File: config.mk
export PLATFORM = sky130hd
export DESIGN_NAME = esp32_prog_ctrl
export DESIGN_NICKNAME = d
export VERILOG_FILES = /design/src/rtl/esp32_prog_ctrl.sv
export SDC_FILE = /design/constraint.sdc
export NUM_CORES = 1
export LEC_CHECK = 0
export ABC_AREA = 1
export CAP_MARGIN = 25
export CELL_PAD_IN_SITES_DETAIL_PLACEMENT = 1
export CELL_PAD_IN_SITES_GLOBAL_PLACEMENT = 1
export CORE_UTILIZATION = 43
export CTS_BUF_LIST = sky130_fd_sc_hd__clkbuf_8 sky130_fd_sc_hd__clkbuf_16
export DETAILED_ROUTE_END_ITERATION = 12
export GPL_TIMING_DRIVEN = 0
export PLACE_DENSITY_LB_ADDON = 0.1
export SLEW_MARGIN = 0
export SYNTH_ARGS = -nofsm -noshare
export SYNTH_HDL_FRONTEND = slang
export SYNTH_SLANG_ARGS = --single-unit
File: constraint.sdc
create_clock -name clk_25mhz -period 2.2 [get_ports clk_25mhz]
set_input_delay 0.33 -clock clk_25mhz [delete_from_list [all_inputs] [get_ports clk_25mhz]]
set_output_delay 0.33 -clock clk_25mhz [all_outputs]
set_load 0.005 [all_outputs]
File: src/rtl/esp32_prog_ctrl.sv
// ---------------------------------------------------------------------------
// esp32_prog_ctrl
// Turns the FTDI DTR/RTS modem-control handshake into ESP32 EN/GPIO0 drive
// (esptool auto-reset mapping), tracks bootloader sessions so the top can
// release the SD/GPIO lines, and raises a debounced FPGA reload request when
// button 0 is held long enough.
//
// Ports
//   clk_25mhz      in   only clock
//   reset          in   synchronous, active-high
//   ftdi_ndtr      in   async, active-low DTR
//   ftdi_nrts      in   async, active-low RTS
//   btn0           in   async, active-low button (low = pressed)
//   en_o           out  ESP32 EN drive level
//   gpio0_o        out  ESP32 GPIO0 drive level
//   prog_active    out  bootloader session in progress
//   sd_release     out  high = release SD/GPIO lines to hi-z
//   user_programn  out  low = FPGA reload request (sticky until reset)
//   state_o        out  FSM state for LEDs: 0 IDLE, 1 PWRUP, 2 PROG
// ---------------------------------------------------------------------------
module esp32_prog_ctrl #(
   parameter int unsigned C_powerup_en_time      = 0,
   parameter int unsigned C_prog_release_timeout = 26,
   parameter int unsigned C_progndelay           = 16
) (
   input  logic       clk_25mhz,
   input  logic       reset,
   input  logic       ftdi_ndtr,
   input  logic       ftdi_nrts,
   input  logic       btn0,
   output logic       en_o,
   output logic       gpio0_o,
   output logic       prog_active,
   output logic       sd_release,
   output logic       user_programn,
   output logic [1:0] state_o
);

   localparam int unsigned PWR_W     = (C_powerup_en_time > 0) ? C_powerup_en_time : 1;
   localparam int unsigned TMR_W     = C_prog_release_timeout;
   localparam int unsigned HOLD_W    = C_progndelay + 1;
   localparam logic        HAS_PWRUP = (C_powerup_en_time > 0);

   typedef enum logic [1:0] {
      ST_IDLE  = 2'd0,
      ST_PWRUP = 2'd1,
      ST_PROG  = 2'd2
   } state_t;

   localparam state_t ST_RESET = state_t'(HAS_PWRUP ? 2'd1 : 2'd0);

   // Synchronizer stages; reset to the inactive (high) pin level.
   logic ndtr_m, ndtr_s;
   logic nrts_m, nrts_s;
   logic btn_m,  btn_s;

   // Decoded boot-pin levels, their registered copies and the previous copies.
   logic en_raw_c, g0_raw_c;
   logic en_q, g0_q;
   logic en_prev, g0_prev;
   logic rise_c, change_c;

   state_t             state, state_n;
   logic [PWR_W-1:0]   pwr_cnt, pwr_cnt_n;
   logic [TMR_W-1:0]   tmr, tmr_n;
   logic               en_n, g0_n, active_n;
   logic [HOLD_W-1:0]  hold_cnt;

   // 2-FF synchronizers for the asynchronous pins.
   always_ff @(posedge clk_25mhz) begin
      if (reset) begin
         ndtr_m <= 1'b1;
         ndtr_s <= 1'b1;
         nrts_m <= 1'b1;
         nrts_s <= 1'b1;
         btn_m  <= 1'b1;
         btn_s  <= 1'b1;
      end else begin
         ndtr_m <= ftdi_ndtr;
         ndtr_s <= ndtr_m;
         nrts_m <= ftdi_nrts;
         nrts_s <= nrts_m;
         btn_m  <= btn0;
         btn_s  <= btn_m;
      end
   end

   // esptool mapping: RTS alone pulls EN low, DTR alone pulls GPIO0 low.
   always_comb begin
      en_raw_c = ~(~nrts_s & ndtr_s);
      g0_raw_c = ~(~ndtr_s & nrts_s);
   end

   // Registered pin levels plus one cycle of history for edge/change detection.
   always_ff @(posedge clk_25mhz) begin
      if (reset) begin
         en_q    <= 1'b1;
         g0_q    <= 1'b1;
         en_prev <= 1'b1;
         g0_prev <= 1'b1;
      end else begin
         en_q    <= en_raw_c;
         g0_q    <= g0_raw_c;
         en_prev <= en_q;
         g0_prev <= g0_q;
      end
   end

   // Bootloader entry is EN rising while GPIO0 is held low.
   always_comb begin
      rise_c   = en_q & ~en_prev & ~g0_q;
      change_c = (en_q ^ en_prev) | (g0_q ^ g0_prev);
   end

   // Next-state, counters and next output values.
   always_comb begin
      state_n   = state;
      pwr_cnt_n = pwr_cnt;
      tmr_n     = tmr;
      case (state)
         ST_PWRUP: begin
            pwr_cnt_n = pwr_cnt + PWR_W'(1);
            if (pwr_cnt == '1) begin
               state_n   = ST_IDLE;
               pwr_cnt_n = '0;
            end
         end
         ST_IDLE: begin
            tmr_n = '0;
            if (rise_c) begin
               state_n = ST_PROG;
               tmr_n   = '1;
            end
         end
         ST_PROG: begin
            // Any boot-pin activity restarts the release window, even at zero.
            if (change_c) begin
               tmr_n = '1;
            end else if (tmr == '0) begin
               state_n = ST_IDLE;
            end else begin
               tmr_n = tmr - TMR_W'(1);
            end
         end
         default: begin
            state_n = ST_IDLE;
            tmr_n   = '0;
         end
      endcase

      en_n     = en_raw_c;
      g0_n     = g0_raw_c;
      active_n = (state_n == ST_PROG);
      if (state_n == ST_PWRUP) begin
         en_n = 1'b0;
         g0_n = 1'b1;
      end
   end

   // State register and registered outputs.
   always_ff @(posedge clk_25mhz) begin
      if (reset) begin
         state       <= ST_RESET;
         pwr_cnt     <= '0;
         tmr         <= '0;
         en_o        <= ~HAS_PWRUP;
         gpio0_o     <= 1'b1;
         prog_active <= 1'b0;
         sd_release  <= 1'b0;
      end else begin
         state       <= state_n;
         pwr_cnt     <= pwr_cnt_n;
         tmr         <= tmr_n;
         en_o        <= en_n;
         gpio0_o     <= g0_n;
         prog_active <= active_n;
         sd_release  <= active_n;
      end
   end

   assign state_o = 2'(state);

   // Button hold counter; saturates at the MSB, request is sticky until reset.
   always_ff @(posedge clk_25mhz) begin
      if (reset) begin
         hold_cnt      <= '0;
         user_programn <= 1'b1;
      end else begin
         if (btn_s) begin
            hold_cnt <= '0;
         end else if (!hold_cnt[HOLD_W-1]) begin
            hold_cnt <= hold_cnt + HOLD_W'(1);
         end
         if (hold_cnt[HOLD_W-1]) begin
            user_programn <= 1'b0;
         end
      end
   end

endmodule

==> metrics.txt, run 1 <==
# TYPE chip_impl_metric gauge
chip_impl_metric{name="grt_first_pass_wirelength",unit="µm"} 14900
chip_impl_info{name="grt_setup_unrepaired",value="no"} 1
chip_impl_metric{name="synth-seq-cells",unit=""} 60
chip_impl_metric{name="finalSetupViolations",unit=""} 0
chip_impl_info{name="cts_tree",value="yes"} 1
chip_impl_metric{name="drt-vias-per-instance",unit=""} 5.16
chip_impl_metric{name="firstDrtPassIters",unit=""} 4
chip_impl_metric{name="vias_in_the_first_global_route",unit=""} 3079
chip_impl_metric{name="finalHoldViolations",unit=""} 0
chip_impl_metric{name="die_h",unit="µm"} 88.2
chip_impl_metric{name="clkSlewWorstSetupHoldPaths",unit="ns"} 0.07
chip_impl_metric{name="antenna_found_initial",unit=""} 0
chip_impl_metric{name="grt_start_max_net_pins",unit=""} 11
chip_impl_metric{name="post_synth.cell_area_avg",unit="µm²"} 6.38
chip_impl_metric{name="drtIter0Drc",unit=""} 123
chip_impl_metric{name="final_util",unit=""} 0.502
chip_impl_metric{name="cts.sink_count",unit=""} 60
chip_impl_metric{name="totalPowerFinal",unit="µW"} 2200
chip_impl_metric{name="cellLeakagePower",unit="µW"} 0.00172
chip_impl_metric{name="final_max_slew_viol_count",unit=""} 0
chip_impl_metric{name="clockBufferDepth",unit=""} 2
chip_impl_metric{name="worstPathArrival",unit="ns"} 2.23
chip_impl_metric{name="clkLatencyLatePin",unit="ns"} 0.34
chip_impl_info{name="worst_min_delay_path_class",value="flop to flop"} 1
chip_impl_metric{name="cts.hold.buffers_added",unit=""} 0
chip_impl_metric{name="critical_path.max_stage_delay",unit="ns"} 0.55
chip_impl_metric{name="start_util",unit=""} 0.442
chip_impl_metric{name="numPlacedInstances",unit=""} 610
chip_impl_info{name="timing.critical_path.slowest_stage_cell",value="nor2_1"} 1
chip_impl_metric{name="cts_htree_levels",unit=""} 3
chip_impl_metric{name="die-width",unit="µm"} 88.2
chip_impl_info{name="outcome",value="finished, final reports clean"} 1
chip_impl_metric{name="fillers",unit=""} 998
chip_impl_info{name="worst_r2r_startpoint",value="state_o[1]"} 1
chip_impl_metric{name="rrSetupSlack",unit="ns"} 0.24
chip_impl_metric{name="post-route-drc-count",unit=""} 0
chip_impl_metric{name="num_rows",unit=""} 31
chip_impl_metric{name="place.gp.congestion",unit=""} 0.876
chip_impl_metric{name="mappedNetlistNets",unit=""} 508
chip_impl_metric{name="worst_hold_slack",unit="ns"} 0.414
chip_impl_info{name="r2r_end",value="tmr[0]"} 1
chip_impl_metric{name="dp_hpwl",unit="µm"} 6570
chip_impl_metric{name="dr_total_vias",unit=""} 3228
chip_impl_metric{name="final-seq-area",unit="µm²"} 1200
chip_impl_metric{name="nNetsFinal",unit=""} 530
chip_impl_metric{name="drt.antenna.violating_nets",unit=""} 0
chip_impl_info{name="holdPathEnd",value="nrts_s"} 1
chip_impl_metric{name="timing.max_slew.rel_slack",unit=""} 0.527
chip_impl_metric{name="seq_area_frac_synth",unit=""} 0.376
chip_impl_metric{name="ioPinCount",unit=""} 12
chip_impl_metric{name="required",unit="ns"} 2.47
chip_impl_metric{name="synth_warnings",unit=""} 0
chip_impl_metric{name="port-buffer-count",unit=""} 11
chip_impl_metric{name="synth_area",unit="µm²"} 3190
chip_impl_info{name="cp_startpoint_kind",value="flop"} 1
chip_impl_metric{name="period_share",unit=""} 0.889
chip_impl_metric{name="wl",unit="µm"} 8940
chip_impl_metric{name="cts_inserted_buffers",unit=""} 9
chip_impl_metric{name="area_enclosed_by_the_die_boundary",unit="µm²"} 7770
chip_impl_metric{name="pwr_density_cell",unit="nW/µm²"} 607
chip_impl_info{name="hold_path.startpoint",value="nrts_m"} 1
chip_impl_metric{name="post_drt_wl_per_cell",unit="µm"} 14.3
chip_impl_metric{name="grt_overflow",unit=""} 0
chip_impl_metric{name="grt_util_all_layers",unit=""} 0.253
chip_impl_metric{name="multiInputGateArea",unit="µm²"} 1690
chip_impl_metric{name="post_layout_nonfiller_instances",unit=""} 626
chip_impl_metric{name="tns",unit="ns"} 0
chip_impl_metric{name="timing.reg2reg.worst_path_depth",unit=""} 7
chip_impl_info{name="timing.critical_path.to_type",value="flop"} 1
chip_impl_info{name="cts-root-buf",value="clkbuf_8"} 1
chip_impl_metric{name="hold-path-cell-count",unit=""} 1
chip_impl_info{name="path_common_cell",value="nand2_1"} 1
chip_impl_metric{name="core-area",unit="µm²"} 7210
chip_impl_metric{name="cp_max_fo",unit=""} 10
chip_impl_metric{name="post_route_cells_drive_above_1_share",unit=""} 0.0778
chip_impl_metric{name="peakVddDrop",unit="µV"} 371
chip_impl_metric{name="tightestPinTransition",unit="ns"} 0.707
chip_impl_metric{name="drv_cap",unit=""} 0
chip_impl_metric{name="maximum_clock_frequency",unit="GHz"} 0.511
chip_impl_info{name="worstSetupPathType",value="flop to flop"} 1
chip_impl_metric{name="n_diodes",unit=""} 0
chip_impl_metric{name="final.min_clock_period",unit="ns"} 1.96
chip_impl_metric{name="areaGrowthSynthToFinish",unit="%"} 13.6
chip_impl_metric{name="syn_inst",unit=""} 500
chip_impl_info{name="critPathLaunch",value="state_o[1]"} 1
chip_impl_metric{name="clock_skew",unit="ns"} 0.00670
chip_impl_info{name="cell_by_cell_listing_of_the_critical_path",value="inv_1, nor2_1, clkbuf_1, o21ai_0, nand2_1, nand2_1, a21oi_1"} 1
chip_impl_metric{name="ys_types",unit=""} 29
## worst max-delay path by stage
| stage | to | cells after the start |
|---|---|---|
| floorplan | tmr[11] | 12 |
| detailed placement | tmr[14] | 11 |
| finish | tmr[0] | 7 |
| global route | tmr[15] | 12 |
| CTS | tmr[14] | 11 |
| global placement | tmr[14] | 11 |
## sequential cells by signal, summed over array words and instances, names as in the netlist
register       count
g0_q               1
user_programn      1
tmr               26
ndtr_m             1
en_q               1
ndtr_s             1
nrts_m             1
en_o               1
btn_s              1
g0_prev            1
en_prev            1
hold_cnt          17
sd_release         1
nrts_s             1
btn_m              1
state_o            2
pwr_cnt            1
gpio0_o            1
## critical path: cells and delay by family, from the launching register on
family	cells	cell delay, ns
DFF	1	0.36
and+or+nand+nor	3	0.71
buffers and inverters	2	0.53
AOI/OAI and AO/OA	2	0.29
## per-stage QoR
stage	setup WS (ns)	cell area, µm²
floorplan	0.501	3190
global placement	0.215	3430
detailed placement	0.136	3430
CTS	0.102	3620
global route	0.0248	3620
finish	0.244	3620
## layer usage
layer  vias up  part of all wire  wire, µm  global-route usage
li1       1651                 -         -                   -
met4         0             0.012       110              0.0836
met1      1538              0.48      4280               0.320
met3         8             0.020       177              0.0368
met2        31              0.49      4370               0.441
met5         -                 0         0                   0
## synth_stat cells, drive strengths merged
cell | number | area share
nand3 | 34 | 0.055
a21oi | 26 | 0.041
nor2 | 98 | 0.13
dfxtp | 60 | 0.38
a31oi | 3 | 0.0059
nand2 | 122 | 0.15
xor2 | 2 | 0.0055
inv | 55 | 0.065
clkbuf | 8 | 0.0094
or2 | 10 | 0.020
o21ai | 50 | 0.078
nor3b | 1 | 0.0024
nand4 | 6 | 0.012
nand3b | 4 | 0.0094
a41oi | 1 | 0.0027
buf | 8 | 0.021
nor3 | 9 | 0.014
ha | 3 | 0.012
## repair_timing
item | CTS | global route
setup endpoints to repair | 0 | 10
gates resized for setup | 0 | 2
buffers inserted | 0 | 0
## cells by family after synthesis
| logic type | share of synthesized area |
|---|---|
| simple gates | 0.384 |
| fa+ha+maj | 0.0118 |
| compound gates | 0.128 |
| buf+inv | 0.0949 |
| flops | 0.376 |
| xor+xnor | 0.00549 |
## final cells by class
type                            instances  share of cell area
Multi-Input combinational cell        369               0.466
Clock buffer                           10              0.0380
Inverter                               55              0.0570
Timing Repair Buffer                   11              0.0304
Buffer                                 16              0.0273
Tap cell                               99              0.0342
Clock inverter                          6              0.0155
Sequential cell                        60               0.331
## where the power goes
part           switching (µW)  internal [µW]  leakage, µW
registers                3.81           1090     0.000485
logic                    58.2           33.9      0.00112
clock network             465            544     0.000109
total                     527           1670      0.00172
## placed cells by master, fill, tap and decap left out, types with 4 or more instances in the layout
cell type,instances
nand2_1,119
nor2_1,93
dfxtp_1,60
inv_1,56
nand3_1,33
o21ai_0,31
a21oi_1,26
o21ai_1,19
clkdlybuf4s50_1,11
clkbuf_8,10
or2_2,9
nor3_1,9
clkbuf_1,8
nand4_1,6
nand3b_1,4
Power figures use the tool's default switching activity.
==> run 2: changes to the inputs <==
Settings changed: SLEW_MARGIN 0 to 20.
==> results of run 2 <==
Same layout as run 1: the final DEF is identical, and so are final timing and power.
==> run 3: changes to the inputs <==
Settings changed: TNS_END_PERCENT from default to 20.
==> results of run 3 <==
Same layout as run 1: the final DEF is identical, and so are final timing and power.
